## src/rtl/johnson_pkg.sv

```systemverilog
// rtl/johnson_pkg.sv - shared Johnson-code types and decode helpers
package johnson_pkg;

  typedef enum logic [1:0] {
    UNLOCKED = 2'd0,
    ACQUIRE  = 2'd1,
    LOCKED   = 2'd2
  } state_t;

  // Helpers take a zero-extended code plus the real width n, so one
  // package serves every counter width up to JP_MAX_N.
  localparam int JP_MAX_N = 64;

  function automatic logic johnson_legal(input logic [JP_MAX_N-1:0] code, input int n);
    int trans;
    trans = 0;
    for (int i = 0; i < JP_MAX_N - 1; i++) begin
      if (i < n - 1 && code[i] != code[i+1]) trans++;
    end
    return (trans <= 1);
  endfunction

  function automatic int johnson_idx(input logic [JP_MAX_N-1:0] code, input int n);
    int pop;
    pop = 0;
    for (int i = 0; i < JP_MAX_N; i++) begin
      if (i < n && code[i]) pop++;
    end
    return code[0] ? (2 * n - pop) : pop;
  endfunction

endpackage

```

## src/rtl/johnson_code_check.sv

```systemverilog
// rtl/johnson_code_check.sv - combinational Johnson legality check and phase decode
module johnson_code_check #(
  parameter  int N     = 8,
  localparam int IDX_W = $clog2(2 * N)
) (
  input  logic [N-1:0]     code,
  output logic             legal,
  output logic [IDX_W-1:0] idx
);
  import johnson_pkg::*;

  logic [JP_MAX_N-1:0] w_code_ext;

  assign w_code_ext = JP_MAX_N'(code);
  assign legal      = johnson_legal(w_code_ext, N);
  assign idx        = IDX_W'(johnson_idx(w_code_ext, N));

endmodule

```

## src/rtl/johnson_phase_decoder.sv

```systemverilog
// rtl/johnson_phase_decoder.sv - Johnson phase decode, lock FSM and error counting
module johnson_phase_decoder #(
  parameter  int N          = 8,
  parameter  int LOCK_COUNT = 3,
  parameter  int ERR_W      = 8,
  localparam int IDX_W      = $clog2(2 * N)
) (
  input  logic             clk,
  input  logic             rst,
  input  logic             in_valid,
  input  logic [N-1:0]     johnson_in,
  output logic             out_valid,
  output logic [IDX_W-1:0] phase_idx,
  output logic [2*N-1:0]   phase_onehot,
  output logic             locked,
  output logic             wrap,
  output logic             illegal,
  output logic             seq_err,
  output logic [ERR_W-1:0] err_count
);
  import johnson_pkg::*;

  localparam int               MC_W     = $clog2(LOCK_COUNT + 1);
  localparam logic [IDX_W-1:0] LAST_IDX = IDX_W'(2 * N - 1);

  state_t           r_state, w_state_nxt;
  logic [MC_W-1:0]  r_match_cnt, w_match_nxt;
  logic [IDX_W-1:0] r_expect, w_expect_nxt;
  logic [IDX_W-1:0] r_phase_idx, w_idx_nxt;
  logic [2*N-1:0]   r_phase_onehot, w_onehot_nxt;
  logic             r_out_valid, w_out_valid_nxt;
  logic             r_wrap, w_wrap_nxt;
  logic             r_illegal, w_illegal_nxt;
  logic             r_seq_err, w_seq_err_nxt;
  logic [ERR_W-1:0] r_err_count, w_err_nxt;
  logic             w_err_event;
  logic             w_legal;
  logic [IDX_W-1:0] w_idx;

  johnson_code_check #(.N(N)) u_check (
    .code  (johnson_in),
    .legal (w_legal),
    .idx   (w_idx)
  );

  always_comb begin
    w_state_nxt     = r_state;
    w_match_nxt     = r_match_cnt;
    w_expect_nxt    = r_expect;
    w_idx_nxt       = r_phase_idx;
    w_onehot_nxt    = r_phase_onehot;
    w_out_valid_nxt = 1'b0;
    w_wrap_nxt      = 1'b0;
    w_illegal_nxt   = 1'b0;
    w_seq_err_nxt   = 1'b0;
    w_err_event     = 1'b0;

    if (in_valid) begin
      if (!w_legal) begin
        w_illegal_nxt = 1'b1;
        w_state_nxt   = UNLOCKED;
        w_match_nxt   = '0;
        w_err_event   = 1'b1;
      end else begin
        w_out_valid_nxt = 1'b1;
        w_idx_nxt       = w_idx;
        w_onehot_nxt    = {{(2*N-1){1'b0}}, 1'b1} << w_idx;
        w_expect_nxt    = (w_idx == LAST_IDX) ? '0 : w_idx + 1'b1;

        unique case (r_state)
          UNLOCKED: begin
            w_match_nxt = MC_W'(1);
            w_state_nxt = (LOCK_COUNT == 1) ? LOCKED : ACQUIRE;
          end
          ACQUIRE: begin
            if (w_idx == r_expect) begin
              if (int'(r_match_cnt) + 1 >= LOCK_COUNT) begin
                w_match_nxt = MC_W'(LOCK_COUNT);
                w_state_nxt = LOCKED;
              end else begin
                w_match_nxt = r_match_cnt + 1'b1;
              end
            end else begin
              // Restart acquisition anchored on the new phase; not an error.
              w_match_nxt = MC_W'(1);
            end
          end
          LOCKED: begin
            if (w_idx == r_expect) begin
              w_wrap_nxt = (w_idx == '0);
            end else begin
              w_seq_err_nxt = 1'b1;
              w_err_event   = 1'b1;
              w_state_nxt   = ACQUIRE;
              w_match_nxt   = MC_W'(1);
            end
          end
          default: begin
            w_state_nxt = UNLOCKED;
            w_match_nxt = '0;
          end
        endcase
      end
    end

    w_err_nxt = (w_err_event && (r_err_count != {ERR_W{1'b1}})) ? r_err_count + 1'b1 : r_err_count;
  end

  always_ff @(posedge clk) begin
    if (rst) begin
      r_state        <= UNLOCKED;
      r_match_cnt    <= '0;
      r_expect       <= '0;
      r_phase_idx    <= '0;
      r_phase_onehot <= '0;
      r_out_valid    <= 1'b0;
      r_wrap         <= 1'b0;
      r_illegal      <= 1'b0;
      r_seq_err      <= 1'b0;
      r_err_count    <= '0;
    end else begin
      r_state        <= w_state_nxt;
      r_match_cnt    <= w_match_nxt;
      r_expect       <= w_expect_nxt;
      r_phase_idx    <= w_idx_nxt;
      r_phase_onehot <= w_onehot_nxt;
      r_out_valid    <= w_out_valid_nxt;
      r_wrap         <= w_wrap_nxt;
      r_illegal      <= w_illegal_nxt;
      r_seq_err      <= w_seq_err_nxt;
      r_err_count    <= w_err_nxt;
    end
  end

  assign out_valid    = r_out_valid;
  assign phase_idx    = r_phase_idx;
  assign phase_onehot = r_phase_onehot;
  assign locked       = (r_state == LOCKED);
  assign wrap         = r_wrap;
  assign illegal      = r_illegal;
  assign seq_err      = r_seq_err;
  assign err_count    = r_err_count;

endmodule
```

## config.mk

```make
export PLATFORM = sky130hd
export DESIGN_NAME = johnson_phase_decoder
export DESIGN_NICKNAME = d
export VERILOG_FILES = /design/src/rtl/johnson_pkg.sv /design/src/rtl/johnson_code_check.sv /design/src/rtl/johnson_phase_decoder.sv
export SDC_FILE = /design/constraint.sdc
export NUM_CORES = 1
export LEC_CHECK = 0
export CAP_MARGIN = 20
export CELL_PAD_IN_SITES_DETAIL_PLACEMENT = 1
export CELL_PAD_IN_SITES_GLOBAL_PLACEMENT = 2
export CORE_ASPECT_RATIO = 0.9
export CORE_UTILIZATION = 36
export CTS_BUF_LIST = sky130_fd_sc_hd__clkbuf_16
export CTS_CLUSTER_SIZE = 30
export DETAILED_ROUTE_END_ITERATION = 10
export GPL_TIMING_DRIVEN = 0
export PLACE_DENSITY_LB_ADDON = 0.1
export SYNTH_ARGS = -nofsm -noshare
export SYNTH_HDL_FRONTEND = slang
export SYNTH_SLANG_ARGS = --single-unit
```

## constraint.sdc

```tcl
create_clock -name clk -period 12 [get_ports clk]
set_clock_uncertainty 0.15 [all_clocks]
set_input_delay 2.4 -clock clk [delete_from_list [all_inputs] [get_ports clk]]
set_output_delay 2.4 -clock clk [all_outputs]
set_load 0.02 [all_outputs]
```

==> flow_metrics.tcl <==
set metrics [dict create \
    endpoint_kind "flop" \
    power.total_mw 0.704 \
    post-dp-hpwl_microns 6190 \
    path_max_fanout 9 \
    netlist.area_leader.share_pct 26.3 \
    synthCells 360 \
    critPathSlowestCell "clkdlybuf4s50_1" \
    cp_common_cell "ha_1" \
    dp.cells 498 \
    numCtsBuffers 5 \
    synthTopCellsByArea "dfxtp_1 26%, ha_1 8.6%, xnor2_1 5.2%" \
    grtUsageTotal_pct 19.5 \
    ys_warn_count 0 \
    tightest_slew_ns 0.992 \
    io_buffer_count 39 \
    cts_root_buf "clkbuf_16" \
    maxCapViolations 0 \
    power_leakage_nw 1.42 \
    drtIter0Drc 83 \
    synth_top_area_cell "dfxtp_1" \
    period_minus_slack_ns 8.91 \
    start_util_pct 37.5 \
    rows 31 \
    slew_viol_final 0 \
    r2r_slack_ns 9.50 \
    place_area_sq_um 3550 \
    synth_cell_types 65 \
    cp-start-kind "primary input" \
    clk_pin_slew_ns 0.06 \
    post_cts_buffers 0 \
    wl_per_cell_microns 16.0 \
    final-setup-viol-count 0 \
    final_util_pct 45.9 \
    io_pins 44 \
    clock.fmax_ghz 0.112 \
    viasPerCell 5.34 \
    min_path_type "reg -> reg" \
    cts.sink_count 40 \
    antenna_found_initial 0 \
    arrival_ns 8.94 \
    instances_no_fill 506 \
    cts_max_level 2 \
    num_antenna_cells 0 \
    synth-seq-cells 40 \
    final_layout_size_suffix_gt1_share_pct 9.34 \
    clock_latency_ns 0.29 \
    cp_top_family "adder cells" \
    ys_async_sr_fraction_pct 0 \
    required_ns 12.02 \
    cts_resized 0 \
    path_class "in -> reg" \
    whs_ns 0.317 \
    synthesis.nets 392 \
    pre_cts_ws_ns 2.78 \
    cts_tree "done" \
    grt_pass1_wl_microns 13500 \
    drc 0 \
    drtPass1Iterations 4 \
    synth_edf_count 0 \
    setup_ws_ns 3.09 \
    grt_start_max_net_pins 14 \
    avgSynthCellArea_sq_um 8.45 \
    die_area_sq_um 8820 \
    core_sq_um 8110 \
    synthFlopType "dfxtp_1" \
    relSlewSlack_pct 33.9 \
    gr-total-overflow 0 \
    finalCritPeriodShare_pct 74.3 \
    cp_num_buf_inv 4 \
    first_global_vias 2718 \
    status "finished, final reports clean" \
    final_common_cell "dfxtp_1" \
    final_cell_mix "40 x dfxtp_1, 39 x clkdlybuf4s50_1, 30 x a21oi_1, 26 x nor2_1, 25 x nand3_1" \
    stdcell_area_sq_um 3720 \
    die_width_microns 98.9 \
    ir_worst_vdd_uv 67.8 \
    finalHoldViolCount 0 \
    wl_microns 8100 \
    max_stage_delay_ns 0.57 \
    clock_path_buffers 2 \
    ant_nets 0 \
    power.density_nw_per_um2 189 \
    globalplace.congestion 0.765 \
    tns_ns 0 \
    rsz0062_at_grt "no" \
    fillers 959 \
    vias 2703 \
    areaGrowthSynthToFinish_pct 22.4 \
    syn_area_sq_um 3040 \
    yosysSeqAreaShare_pct 26.3 \
    die_h_microns 89.2 \
    hold_buffers 0 \
    layout.nets 438 \
]
final cells by class:
cell class / count / area, sq um / area share [%]
tap: 99 / 124 / 3.33
clock inverter: 3 / 42.5 / 1.14
clock buffer: 5 / 125 / 3.36
buffer: 17 / 77.6 / 2.08
timing repair buffer: 39 / 390 / 10.5
inverter: 20 / 75.1 / 2.02
multi-input combinational: 283 / 2090 / 56.1
sequential: 40 / 801 / 21.5
registers in the layout (all words and copies together) (netlist names):
register	flops
illegal	1
phase_onehot	16
wrap	1
seq_err	1
phase_idx	4
err_count	8
r_state	2
r_expect	4
out_valid	1
r_match_cnt	2
metal layers:
metal	up-vias	wire length, microns	share of wire [%]	GRT usage (%)
met5	-	0	0	0
met4	0	62	0.77	5.29
met3	6	152	1.9	2.74
met2	32	3470	43	29.8
met1	1317	4410	54	28.7
li1	1348	-	-	-
synth_stat cells (all sizes together) (2+ instances only):
master   n
or2      5
a211oi   5
inv     18
o32ai    3
nand4    4
o22ai    6
o21ai    8
nand2b  23
a21oi   30
mux2i    9
xor2    13
xnor3    3
o31a     2
o211ai   2
mux2     8
buf      6
o31ai    2
ha      21
and3     3
nand2   20
and2     4
dfxtp   40
nor2    28
clkbuf  11
nand3b   2
a221oi   2
xnor2   18
nor4     2
nor2b    7
o22a     2
clkinv   2
nor3     4
nand3   26
o41ai    2
cells by family after synthesis:
logic type | Yosys count | share of synthesized area, %
adders and majority gates | 21 | 8.64
muxes | 17 | 5.93
AOI/OAI and AO/OA | 78 | 17.5
buffers and inverters | 37 | 5.02
DFF | 40 | 26.3
and+or+nand+nor | 132 | 23.2
xor gates and xnor gates | 35 | 13.4
power breakdown:
| part | total (mW) | switching, mW | internal [mW] |
|---|---|---|---|
| Clock | 0.156 | 0.0579 | 0.0978 |
| Combinational | 0.385 | 0.229 | 0.156 |
| Sequential | 0.163 | 0.0128 | 0.151 |
| Total | 0.704 | 0.300 | 0.405 |
worst register-to-register path, cell delays in order (launching register included):
cell and delay (ns):
dfxtp_1 0.35, and3_1 0.21, and3_1 0.22, a31oi_1 0.46
o21ai_1 0.40, a21oi_1 0.27, mux2_1 0.34
worst paths after layout:
kind / startpoint / to / depth (start not counted)
worst max-delay path: johnson_in[0] / err_count[7] / 29
worst min-delay path: phase_onehot[3] / phase_onehot[3] / 2
worst max register to register: err_count[3] / err_count[3] / 6
worst min register to register: phase_onehot[3] / phase_onehot[3] / 2
Note: power is estimated with default switching activity, not from simulation.
==> RTL edit 1 (same flow settings) <==
The parameter `ERR_W` goes from 8 to 10.
--- a/src/rtl/johnson_phase_decoder.sv
+++ b/src/rtl/johnson_phase_decoder.sv
@@ -4,3 +4,3 @@
   parameter  int LOCK_COUNT = 3,
-  parameter  int ERR_W      = 8,
+  parameter  int ERR_W      = 10,
   localparam int IDX_W      = $clog2(2 * N)
Ports: changed (resized err_count); port bits go from 44 to 46. No check against the original RTL was run, so the function may have changed too.
==> RTL edit 1 against the unedited design <==
Setup slack worse by 0.089 ns. Non-clock buffer count is 7 higher. Synthesized area is 4.8% higher. Core utilization about the same. Sequential cell count increased by 2. Register-to-register slack gained 0.08 ns. Final area rose by 5.6%. Routed wire length up 9.2%. Power decreased by 8.6%. Critical path type unchanged. Critical endpoint is now phase_onehot[12].
==> RTL edit 1: results (changes against the unedited design) <==
P&R area growth vs syn=23.4%; buffer depth of the longest clock path=2 (unchanged); layout cell share with drive strength beyond 1=0.0559 (-0.0374); Synth async-reset ratio=0 (unchanged); count of different cell masters after synthesis=61 (-6.2%); PortBufs=43 (+10%); routed wl met2=3.89 mm (+12%); pin count of the biggest net entering global routing=14 (unchanged); fin nets=478 (+9.1%); wl on met1=4.59 mm (+4.2%); drc violations=0 (unchanged); status=complete, no violations; metal3 WL=290 um (+91%); Pleak=1.53 nW (+7.8%); synth top area cells=dfxtp_1 26%, ha_1 8.2%, nand2_1 4.7%; Initial DRC Count=65 (-22%); worst-path maximum fanout=10 (+1); drt wl/cell=15.6 um (-2.4%); Post-Place Cells=558 (+12%); global-route wire length before repair=14.9 mm (+10%); Final Non-Filler Cells=566 (+12%); Post-DP HPWL=6.80 mm (+9.8%); Logic pwr share=0.501 (-0.046); ant diodes=0 (unchanged); gr usage total=0.202 (+0.00678); DR vias=3018 (+12%); worst rel slew slack=0.519 (+0.181); RePlAce Congestion=0.799 (+4.4%); worst path required time=12.07 ns (+0.05 ns); IR drop worst, VDD=0.0000625 V (-7.8%); CP peak stage delay=0.56 ns; share of the yosys chip area belonging to registers=0.264 (+0.000465); Sw Share=0.419 (-0.00681); seq pwr=167 uW (+2%); Avg Inst Size Synth=8.05 sq um (-4.7%); root buffer cell=clkbuf_16; synth cell count leaders=42 x dfxtp_1, 40 x nand2_1, 37 x nor2_1; Net Count, Synth=428 (+9.2%)
[RTL edit 1: final cells by class]
type,instances,area [sq um]
Tap cell,119,149
Inverter,19,71.3
Buffer,20,78.8
Sequential cell,42,841
Clock buffer,5,125
Fill cell,1067,4640
Clock inverter,3,40.0
Multi-Input combinational cell,315,2200
Timing Repair Buffer,43,430
[RTL edit 1: final timing paths]
check                                   start                to  slack (ns)  cells past startpoint
worst max-delay path            johnson_in[0]  phase_onehot[12]        3.00                     27
worst min-delay path             phase_idx[2]      phase_idx[2]        0.31                      2
worst max register to register   err_count[2]      err_count[9]        9.58                      8
worst min register to register   phase_idx[2]      phase_idx[2]        0.31                      2
[RTL edit 1: metrics by stage]
| step | setup slack (ns) | hold WS, ns | cell area [sq um] | util | total power [mW] |
|---|---|---|---|---|---|
| finish | 3.00 | 0.306 | 3930 | 0.459 | 0.643 |
| global route | 2.42 | 0.348 | 3930 | 0.459 | 0.690 |
| CTS | 3.02 | 0.309 | 3930 | 0.459 | 0.650 |
| detailed placement | 2.75 | 0.300 | 3770 | 0.440 | 0.493 |
| global placement | 2.92 | 0.293 | 3770 | 0.440 | 0.486 |
| floorplan | 4.48 | 0.294 | 3190 | - | 0.401 |
[RTL edit 1: logic make-up after synthesis]
family	synth area share
flops	0.264
buf+inv	0.0471
xor+xnor	0.115
fa+ha+maj	0.0824
mux	0.0412
simple gates	0.257
compound gates	0.193
[RTL edit 1: worst max-delay path, delay by kind of cell]
kind,cells,cell delay (ns)
compound gates,6,1.40
xor+xnor,1,0.13
fa+ha+maj,6,1.88
buf+inv,5,1.35
simple gates,9,1.88
[RTL edit 1: routing by layer]
metal	up-vias	global-route usage
li1	1498	-
met1	1466	0.293
met2	47	0.320
met3	7	0.0346
met4	0	0.0229
met5	-	0
==> RTL edit 2 (config.mk and constraints unchanged) <==
Without the edit above. Encoding of `state_t`: now one-hot (3 bits for 3 states).
--- a/src/rtl/johnson_pkg.sv
+++ b/src/rtl/johnson_pkg.sv
@@ -3,6 +3,6 @@
 
-  typedef enum logic [1:0] {
-    UNLOCKED = 2'd0,
-    ACQUIRE  = 2'd1,
-    LOCKED   = 2'd2
+  typedef enum logic [2:0] {
+    UNLOCKED = 3'b001,
+    ACQUIRE  = 3'b010,
+    LOCKED   = 3'b100
   } state_t;
Behaviour: same outputs for any inputs over 4 cycles, from zero or initial values and one cycle with rst high; so few cycles prove little.
==> RTL edit 2 against the unedited design <==
Sequential cell count rose by 1. Routed wire length increased by 9.3%. Synthesized area increased by 5.0%. Setup slack got worse by 0.58 ns. Final area rose by 4.1%. Power fell by 17%. Hold slack got worse by 0.0042 ns. Critical endpoint is now err_count[2]. Largest cell class unchanged.
==> RTL edit 2: results (changes against the unedited design) <==
status=complete, no violations; Hold Crit Endpoint=phase_idx[2]; gr usage total=0.203 (+0.00753); r2r startpoint=err_count[4]; worst reg-to-reg path cell count=7 (+1); vias in the first global route=2980 (+9.6%); synth top area cells=dfxtp_1 26%, ha_1 7.4%, nor2_1 4.7%; pin count of the biggest net entering global routing=14 (unchanged); Initial DRC Count=115 (+39%); fin nets=463 (+5.7%); Synth async-reset ratio=0 (unchanged); hold path start=phase_idx[2]; Pleak=1.50 nW (+5.8%); worst-path maximum fanout=10 (+1); post-CTS setup buffers=0 (unchanged); synth cell count leaders=41 x dfxtp_1, 40 x nor2_1, 28 x nand2_1; predominant post-synthesis flop cell=dfxtp_1; cts bufs inserted=5 (unchanged); antenna violations before repair=0 (unchanged); buffer depth of the longest clock path=2 (unchanged); PortBufs=39 (unchanged); RePlAce Congestion=0.795 (+3.9%); ant diodes=0 (unchanged); Syn Inst Count=387 (+7.5%); FF-to-FF End=err_count[2]; Slowest-stage cell, CP=clkdlybuf4s50_1; share of the yosys chip area belonging to registers=0.257 (-0.00622); Post-Place Cells=545 (+9.4%); count of different cell masters after synthesis=70 (+7.7%); R2R Setup Slk=9.97 ns (+0.47 ns); CTS resizes=0 (unchanged); root buffer cell=clkbuf_16; IR drop worst, VDD=0.000108 V (+59%); Worst Hold Class=flip-flop to flip-flop; global-route wire length before repair=14.9 mm (+10%); Reg clk slew, reported paths=0.06 ns (about the same); CP peak stage delay=0.59 ns (+0.02 ns); Hold Path Stages=2 (unchanged); final wirelength=8.85 mm (+9.3%); Fillers=1061 (+11%); DR vias=2938 (+8.7%); max FFs per register=16 (unchanged); Ys Warns=0 (unchanged); clock network latency to the later pin of the worst-skew pair=0.28 ns; worst slew pin tran=0.712 ns (-0.280 ns); Setup-failing EPs final=0 (unchanged); layout cell share with drive strength beyond 1=0.0853 (-0.00811); Vias per Instance=5.31 (-0.54%); Net Count, Synth=417 (+6.4%); Post-DP HPWL=6.84 mm (+11%); critical path arrival=9.50 ns (+0.56 ns); TritonRoute pass-1 iters=5 (+1); number of H-tree levels=2 (unchanged)
[RTL edit 2: changes by cell type in the layout (fill, tap and decap cells not counted), sizes merged, moves of 9 or more]
cell,change
nand3,-9
a22oi,+16
nand2b,-16
nor2,+14
[RTL edit 2: report_power, final]
group	switching, mW	internal (mW)	leakage (nW)
Clock	0.0565	0.0764	0.0712
Combinational	0.178	0.118	1.10
Sequential	0.00856	0.148	0.332
[RTL edit 2: area by class of cell]
class                   count  area share
clock inverters             3     0.00452
plain buffers              23      0.0287
clock buffers               5      0.0323
repair buffers             39       0.101
well taps                 119      0.0384
multi-input cells         306       0.567
inverters                  17      0.0165
flip-flops and latches     41       0.212
[RTL edit 2: worst max-delay path: cells and delay by family]
kind	cells	cell delay [ns]
AO/OA/AOI/OAI	3	0.42
XOR/XNOR	2	0.45
adder cells (fa/ha/maj)	7	2.14
buffers and inverters	5	1.74
multiplexers	3	0.91
AND/OR/NAND/NOR	9	1.43
[RTL edit 2: worst max path at each step]
| stage | startpoint | end | slack (ns) | cells past startpoint |
|---|---|---|---|---|
| CTS | johnson_in[0] | phase_onehot[12] | 2.46 | 24 |
| finish | johnson_in[0] | err_count[2] | 2.51 | 29 |
| global route | johnson_in[0] | phase_onehot[12] | 1.97 | 27 |
| detailed placement | johnson_in[0] | phase_onehot[12] | 2.19 | 24 |
| floorplan | johnson_in[0] | err_count[4] | 3.71 | 28 |
| global placement | johnson_in[0] | err_count[4] | 2.23 | 29 |
[RTL edit 2: cell families after synthesis]
family,Yosys count,synth area share
AO/OA/AOI/OAI,91,0.202
flip-flops,41,0.257
multiplexers,10,0.0349
adder cells (fa/ha/maj),19,0.0745
AND/OR/NAND/NOR,154,0.252
XOR/XNOR,32,0.125
buffers and inverters,40,0.0549
[RTL edit 2: through the flow]
stage	hold slack [ns]	area (sq um)	worst slack, ns
after global routing	0.345	3870	1.97
after CTS	0.317	3870	2.46
after floorplan	0.294	3190	3.71
after global placement	0.308	3730	2.23
final	0.313	3870	2.51
after detailed placement	0.307	3730	2.19
[RTL edit 2: routing by layer]
layer	GRT usage	up-vias	part of all wire
met5	0	-	0
met4	0.0290	0	0.0052
met3	0.0254	5	0.024
met2	0.311	51	0.43
met1	0.305	1407	0.54
li1	-	1475	-
